==> config.mk <==
export PLATFORM = sky130hd
export DESIGN_NAME = ad_serial_rx
export DESIGN_NICKNAME = d
export VERILOG_FILES = /design/src/rtl/ad_serial_rx.sv
export SDC_FILE = /design/constraint.sdc
export NUM_CORES = 1
export LEC_CHECK = 0
export ABC_AREA = 1
export CAP_MARGIN = 20
export CELL_PAD_IN_SITES_DETAIL_PLACEMENT = 0
export CELL_PAD_IN_SITES_GLOBAL_PLACEMENT = 1
export CORE_ASPECT_RATIO = 2
export CORE_UTILIZATION = 40
export CTS_CLUSTER_SIZE = 25
export DETAILED_ROUTE_END_ITERATION = 12
export MAX_ROUTING_LAYER = met4
export PLACE_DENSITY = 0.76
export SLEW_MARGIN = 5
export SYNTH_ARGS = -nofsm -noshare
export SYNTH_HDL_FRONTEND = slang
export SYNTH_SLANG_ARGS = --single-unit
==> constraint.sdc <==
create_clock -name clk_sys -period 2.65 [get_ports clk_sys]
set_clock_uncertainty 0.1 [all_clocks]
set_input_delay 0.53 -clock clk_sys [delete_from_list [all_inputs] [get_ports clk_sys]]
set_output_delay 0.53 -clock clk_sys [all_outputs]
set_load 0.02 [all_outputs]
==> src/rtl/ad_serial_rx.sv <==
`default_nettype none
// ============================================================================
// Module      : ad_serial_rx
// Description : Serial front end for one ADC channel. Paces conversions at a
//               fixed sample period, generates cs_n/sclk from clk_sys, shifts
//               in an N_BITS MSB-first word from sdata and presents it as a
//               parallel sample with a one-cycle valid strobe.
// Ports       : clk_sys  in   system clock, all logic on the rising edge
//               rst      in   synchronous reset, active-high
//               en       in   1 = run periodic conversions
//               sdata    in   ADC serial data (ADC updates on sclk fall)
//               cs_n     out  ADC chip select, active-low, registered
//               sclk     out  ADC serial clock, idle high, registered
//               ad_data  out  last completed sample, held until next frame
//               ad_vld   out  one-cycle strobe, ad_data updated this cycle
//               ad_cnt   out  completed-frame counter, wraps 0xFFFF->0x0000
// Revision    : 1.0 - initial release
// ============================================================================
module ad_serial_rx #(
  parameter int N_BITS     = 16,
  parameter int CLK_DIV    = 2,
  parameter int CS_SETUP   = 2,
  parameter int SMP_PERIOD = 1000
) (
  input  logic              clk_sys,
  input  logic              rst,
  input  logic              en,
  input  logic              sdata,
  output logic              cs_n,
  output logic              sclk,
  output logic [N_BITS-1:0] ad_data,
  output logic              ad_vld,
  output logic [15:0]       ad_cnt
);

  localparam int FRAME_MIN = 2 + CS_SETUP + 2 * CLK_DIV * N_BITS;
  localparam int PCNT_W    = (SMP_PERIOD > 1) ? $clog2(SMP_PERIOD) : 1;
  localparam int CNT_MAX   = (CS_SETUP > 2 * CLK_DIV) ? CS_SETUP : 2 * CLK_DIV;
  localparam int CNT_W     = $clog2(CNT_MAX) + 1;
  localparam int BIT_W     = $clog2(N_BITS) + 1;

  // A sample period shorter than one full frame would let a tick land
  // while a frame is still in flight; refuse such configurations.
  generate
    if (SMP_PERIOD < FRAME_MIN || CLK_DIV < 1 || CS_SETUP < 1 || N_BITS < 2) begin : g_param_check
      $error("ad_serial_rx: illegal parameter combination");
    end
  endgenerate

  typedef enum logic [1:0] {
    IDLE  = 2'd0,
    SETUP = 2'd1,
    SHIFT = 2'd2,
    DONE  = 2'd3
  } state_t;

  state_t              state_q, state_d;
  logic [PCNT_W-1:0]   pcnt_q, pcnt_d;
  logic [CNT_W-1:0]    cnt_q, cnt_d;     // cycles within SETUP, or within one sclk period
  logic [BIT_W-1:0]    bit_q, bit_d;     // sclk period index within SHIFT
  logic [N_BITS-1:0]   shreg_q, shreg_d;
  logic [N_BITS-1:0]   ad_data_q, ad_data_d;
  logic [15:0]         ad_cnt_q, ad_cnt_d;
  logic                cs_n_q, cs_n_d;
  logic                sclk_q, sclk_d;
  logic                ad_vld_q, ad_vld_d;
  logic                tick;

  assign tick = en && (pcnt_q == '0);

  always_ff @(posedge clk_sys) begin
    if (rst) begin
      state_q   <= IDLE;
      pcnt_q    <= '0;
      cnt_q     <= '0;
      bit_q     <= '0;
      shreg_q   <= '0;
      ad_data_q <= '0;
      ad_cnt_q  <= '0;
      cs_n_q    <= 1'b1;
      sclk_q    <= 1'b1;
      ad_vld_q  <= 1'b0;
    end else begin
      state_q   <= state_d;
      pcnt_q    <= pcnt_d;
      cnt_q     <= cnt_d;
      bit_q     <= bit_d;
      shreg_q   <= shreg_d;
      ad_data_q <= ad_data_d;
      ad_cnt_q  <= ad_cnt_d;
      cs_n_q    <= cs_n_d;
      sclk_q    <= sclk_d;
      ad_vld_q  <= ad_vld_d;
    end
  end

  always_comb begin
    state_d   = state_q;
    cnt_d     = cnt_q;
    bit_d     = bit_q;
    shreg_d   = shreg_q;
    ad_data_d = ad_data_q;
    ad_cnt_d  = ad_cnt_q;

    // Period counter. A tick that arrives while a frame is still running
    // (only possible right after en is re-asserted) is not consumed: pcnt
    // stays at 0 so the first tick is taken once the FSM is back in IDLE.
    if (!en) begin
      pcnt_d = '0;
    end else if (tick && (state_q != IDLE)) begin
      pcnt_d = '0;
    end else if (pcnt_q == PCNT_W'(SMP_PERIOD - 1)) begin
      pcnt_d = '0;
    end else begin
      pcnt_d = pcnt_q + PCNT_W'(1);
    end

    case (state_q)
      IDLE: begin
        if (tick) begin
          state_d = SETUP;
          cnt_d   = '0;
        end
      end
      SETUP: begin
        if (cnt_q == CNT_W'(CS_SETUP - 1)) begin
          state_d = SHIFT;
          cnt_d   = '0;
          bit_d   = '0;
        end else begin
          cnt_d = cnt_q + CNT_W'(1);
        end
      end
      SHIFT: begin
        // Last low cycle of the period: this edge raises sclk, so sample here.
        if (cnt_q == CNT_W'(CLK_DIV - 1)) begin
          shreg_d = {shreg_q[N_BITS-2:0], sdata};
        end
        if (cnt_q == CNT_W'(2 * CLK_DIV - 1)) begin
          cnt_d = '0;
          if (bit_q == BIT_W'(N_BITS - 1)) begin
            state_d   = DONE;
            ad_data_d = shreg_q;
            ad_cnt_d  = ad_cnt_q + 16'd1;
          end else begin
            bit_d = bit_q + BIT_W'(1);
          end
        end else begin
          cnt_d = cnt_q + CNT_W'(1);
        end
      end
      DONE: begin
        state_d = IDLE;
      end
      default: begin
        state_d = IDLE;
      end
    endcase

    // Outputs are registered, so they are decoded from the next state.
    cs_n_d   = !((state_d == SETUP) || (state_d == SHIFT));
    sclk_d   = !((state_d == SHIFT) && (cnt_d < CNT_W'(CLK_DIV)));
    ad_vld_d = (state_d == DONE);
  end

  assign cs_n    = cs_n_q;
  assign sclk    = sclk_q;
  assign ad_data = ad_data_q;
  assign ad_vld  = ad_vld_q;
  assign ad_cnt  = ad_cnt_q;

endmodule
`default_nettype wire

# == Word level (Yosys, flattened, before mapping) ==
# Index checks and enable logic that the tools add are counted.
# word_totals
in_bits,4
output_inout_bits,35
register_bits,71
# op_classes
n_lt_le_gt_ge,1
n_mux,13
n_addsub,4
reduce_logical,14
eq_ne,13
n_bitwise,1
# ops
cell,n
$add 16x1->16 const B,1
$mux 5,3
$add 10x1->10 const B,1
$eq 10x10->1 const B,1
$logic_not 10->1,1
$pmux 5 s2,1
$mux 3,3
$pmux 3 s3,1
$eq 2x2->1 const B,4
$mux 2,4
$pmux 2 s4,1
$ne 2x2->1 const B,3
$add 5x1->5 const B,1
$eq 5x4->1 const B,1
$eq 2x1->1 const B,2
$reduce_and 4->1,1
$reduce_bool 2->1,2
$reduce_or 4->1,1
$add 3x1->3 const B,1
$eq 3x1->1 const B,1
$eq 3x2->1 const B,1
$logic_and 1x1->1,3
$lt 3x2->1 const B,1
$reduce_and 3->1,1
other kinds (5),6

# == Logic depth before layout (Yosys ltp) ==
# logic_depth
ltp_word,7
ltp_mapped,13

# == Least setup slack after synthesis ==
# No wires, ideal clock.
# synth_timing
kind,reg-to-reg
startpoint,reg bit_q[0]
endpoint,reg cs_n_q (netlist: cs_n)
arrival_time_ns,1.900
setup_slack_ns,0.522
n_path_buf,1
setup_time_ns,0.128
path_stages_with_launch,13
path_cell_list,dfxtp_1 ha_1 and3_1 ha_1 nand3_1 buf_2 clkinv_2 o22ai_1 nand2_1 nand2_1 inv_1 ha_1 nand2_1
# synth_between
elab_chain_len,7
elab_cells_between_ends,8
cone_classes,eq/ne (3); mux (3); reduce/logical (2)
# synth_rtl
item,line,source
"start, declared",60,"logic [BIT_W-1:0] bit_q, bit_d;"
"start signal, assigned",87,bit_q <= bit_d;
$eq 5x4->1 (*),141,if (bit_q == BIT_W'(N_BITS - 1)) begin
$mux 2 (*),141,
$mux 2 (*),139,if (cnt_q == CNT_W'(2 * CLK_DIV - 1)) begin
$pmux 2 s4 (*),118,case (state_q)
named net state_d[0],57,"state_t state_q, state_d;"
$eq 2x1->1 or $eq 2x2->1 (tied branches),161,cs_n_d = !((state_d == SETUP) || (state_d == SHIFT));
$logic_or 1x1->1 (*),161,
$logic_not 1->1 (*),161,
"end signal, assigned",91,cs_n_q <= cs_n_d;
"end, declared",64,"logic cs_n_q, cs_n_d;"
# The timed path passes the listed nets; every way through them passes the cells marked *.
# A chain may end at the register's enable or synchronous reset.

# == Worst setup path in the final report ==
# Same ends and word-level chain as after synthesis.

==> flow_summary_export.csv <==
group,metric,value,unit
layout,n_antenna_cell,0,
synthesis,synthDistinctLibCells,31,
worst_setup_path,crit_required,2770,ps
timing,period_minus_slack,2110,ps
floorplanning,rows,45,
hold_path,hp-class,"reg2reg",
worst_setup_path,crit_slowest_cell,"dfxtp_1",
floorplanning,dieArea,0.00814,mm²
worst_setup_path,crit_path_start_kind,"flip-flop",
timing,setup_viol,0,
clock_tree,htreeDepth,3,
worst_setup_path,worst-path-max-fanout,4,
detailed_routing,drt_wl_total,6.64,mm
worst_setup_path,r2r_slack,540,ps
worst_setup_path,endpoint_kind,"flip-flop",
place,gp_congestion,0.812,
worst_setup_path,worstSetupPathDepth,11,
synthesis,ys_ff_latch,71,
detailed_routing,drtAntennaViolNets,0,
detailed_routing,vias_per_cell,4.92,
layout,layout-drive-gt1-share,7.58,%
power_and_ir_drop,vdd_drop_max,0.000345,V
global_route,grt_pass1_vias,2567,
hold_path,hold-path-cell-count,1,
synthesis,syn-num-nets,434,
worst_setup_path,crit_family,"adder cells",
layout,postLayoutCellArea,0.00390,mm²
timing,max_freq,0.473,GHz
synthesis,synth.avg_cell_area,7.48,µm²
synthesis,async_reset_ff_share,0,%
floorplanning,die_h,127,µm
synthesis,yosys_warnings,0,
detailed_routing,dr.first_iter.drc_count,106,
worst_setup_path,reg2reg_depth,11,
global_route,grt_pass1_wl,11.4,mm
timing,rsz0062_at_grt,"no",
clock_tree,clockBufferDepth,2,
worst_setup_path,startpoint,"bit_q[0]$_SDFFE_PP0P_",
clock_tree,clk_pin_slew,60,ps
synthesis,synthFlopType,"dfxtp_1",
clock_tree,cts_sinks,71,
clock_tree,ctsHoldBuffers,0,
timing,fin_crit_sh,79.7,%
timing,slew_headroom,64.4,%
synthesis,yosysSeqAreaShare,45.8,%
clock_tree,postCtsSetupBuffers,0,
detailed_routing,vias,2734,
worst_setup_path,crit_type,"reg2reg",
detailed_routing,dr.pass1.iters,4,
worst_setup_path,r2r-start,"bit_q[0]$_SDFFE_PP0P_",
floorplanning,fp.dieW,64.3,µm
timing,finalMaxSlewViolations,0,
floorplanning,start_util,41.2,%
layout,areaGrowthSynthToFinish,25.7,%
hold_path,hp-start,"pcnt_q[0]$_SDFF_PP0_",
global_route,gr-total-overflow,0,
global_route,antenna_found_initial,0,
timing,setup-tns-final,0,ps
worst_setup_path,critPathMaxStageDelay,320,ps
clock_tree,cts_resized,0,
worst_setup_path,path_cells,"ha_1, and3_1, ha_1, nand3_1, clkinv_2, o22ai_1, nand2_1, nand2_1, inv_1, ha_1, nand2_1",
clock_tree,cts_tree,"done",
timing,final-hold-violation-count,0,
power_and_ir_drop,leakage,1.45,nW
floorplanning,fp.coreArea,0.00754,mm²
place,dp_worst_setup_slack,404,ps
synthesis,syn-cell-area,0.00311,mm²
place,dp_hpwl,4.72,mm
run,drv_cap,0,
timing,worst_slack,537,ps
layout,final_cell_mix,"99 x nand2_1, 71 x dfxtp_1, 58 x a21oi_1",
worst_setup_path,critPathBufInv,2,
power_and_ir_drop,p_per_area,641,mW/mm²
run_status,status,"completed",
clock_tree,insertion_delay,330,ps
timing,worstMarginPinSlew,532,ps
floorplanning,ios,39,
layout,nets,476,
synthesis,synth_edf_count,0,
detailed_routing,drc_errors,0,
worst_setup_path,critPathArrivalTime,2230,ps
global_route,grt_max_degree,45,
detailed_routing,wire_per_inst,11.9,µm
global_route,grtUsageTotal,18.7,%
synthesis,syn-instance-count,415,
place,io_buffers,38,
clock_tree,clock-root-buffer,"clkbuf_16",
layout,final_common_cell,"nand2_1",
clock_tree,cts_buffers,9,
place,place_area,0.00359,mm²
==> routing by layer <==
metal	up-vias	routed length [µm]	global-route usage [%]
met2	39	3550	32.6
met3	11	206	4.23
met5	-	0	-
met1	1258	2730	19.1
li1	1426	-	-
met4	0	155	9.41
==> cells in the mapped netlist (2+ instances only) <==
| master | n | area (µm²) |
|---|---|---|
| inv_1 | 37 | 139 |
| or2_2 | 2 | 12.5 |
| o21ai_1 | 3 | 15.0 |
| nand4_1 | 2 | 12.5 |
| ha_1 | 15 | 188 |
| nand2_1 | 99 | 372 |
| clkbuf_1 | 8 | 30.0 |
| inv_2 | 2 | 7.51 |
| o21ai_0 | 8 | 40.0 |
| xor2_1 | 6 | 52.6 |
| nand2_2 | 2 | 12.5 |
| nand3_1 | 35 | 175 |
| a21oi_1 | 58 | 290 |
| buf_2 | 3 | 15.0 |
| and3_1 | 2 | 12.5 |
| nor2_1 | 41 | 154 |
| dfxtp_1 | 71 | 1420 |
| nor2_2 | 3 | 18.8 |
| xnor2_1 | 2 | 17.5 |
| buf_4 | 2 | 15.0 |
| o21a_1 | 2 | 15.0 |
| nor3_1 | 3 | 15.0 |
==> state kept, by name, summed over array words and instances (netlist names) <==
signal / cells
ad_cnt: 16
cs_n: 1
bit_q: 5
state_q: 2
ad_data: 16
shreg_q: 16
ad_vld: 1
sclk: 1
pcnt_q: 10
cnt_q: 3
==> kinds of logic (layout without fill, tap and decap cells) <==
kind of cell	count (synthesis)	in the layout	share of synthesized area, %
adder cells (fa/ha/maj)	15	15	6.04
buffers and inverters	54	101	6.93
AND/OR/NAND/NOR	193	193	26.7
XOR/XNOR	8	8	2.26
flip-flops	71	71	45.8
AO/OA/AOI/OAI	74	74	12.3
==> per-stage QoR <==
step / power, mW / hold slack (ps) / std cells / utilization (%)
floorplan: 1.24 / 330 / 415 / -
global placement: 1.29 / 345 / 540 / 47.6
detailed placement: 1.29 / 352 / 540 / 47.6
CTS: 2.54 / 364 / 556 / 51.7
global route: 2.61 / 381 / 556 / 51.7
finish: 2.50 / 359 / 556 / 51.7
==> final cells by class <==
cell class	count	area, µm²
clock inverters	2	37.5
fillers	784	3640
well taps	94	118
inverters	40	151
clock buffers	14	274
flip-flops and latches	71	1420
repair buffers	45	433
multi-input cells	290	1470
==> worst paths after layout <==
kind / end
setup / recovery: cs_n$_SDFF_PP1_
hold / removal: pcnt_q[0]$_SDFF_PP0_
setup reg to reg: cs_n$_SDFF_PP1_
hold reg to reg: pcnt_q[0]$_SDFF_PP0_
==> where the power goes <==
part | total [mW] | internal, mW | switching, mW | leakage [nW]
Sequential | 1.09 | 1.08 | 0.0112 | 0.573
Combinational | 0.175 | 0.0596 | 0.115 | 0.732
Clock | 1.24 | 0.806 | 0.430 | 0.149
Total | 2.50 | 1.95 | 0.556 | 1.45
No activity file was read; power rests on OpenSTA's default activity.
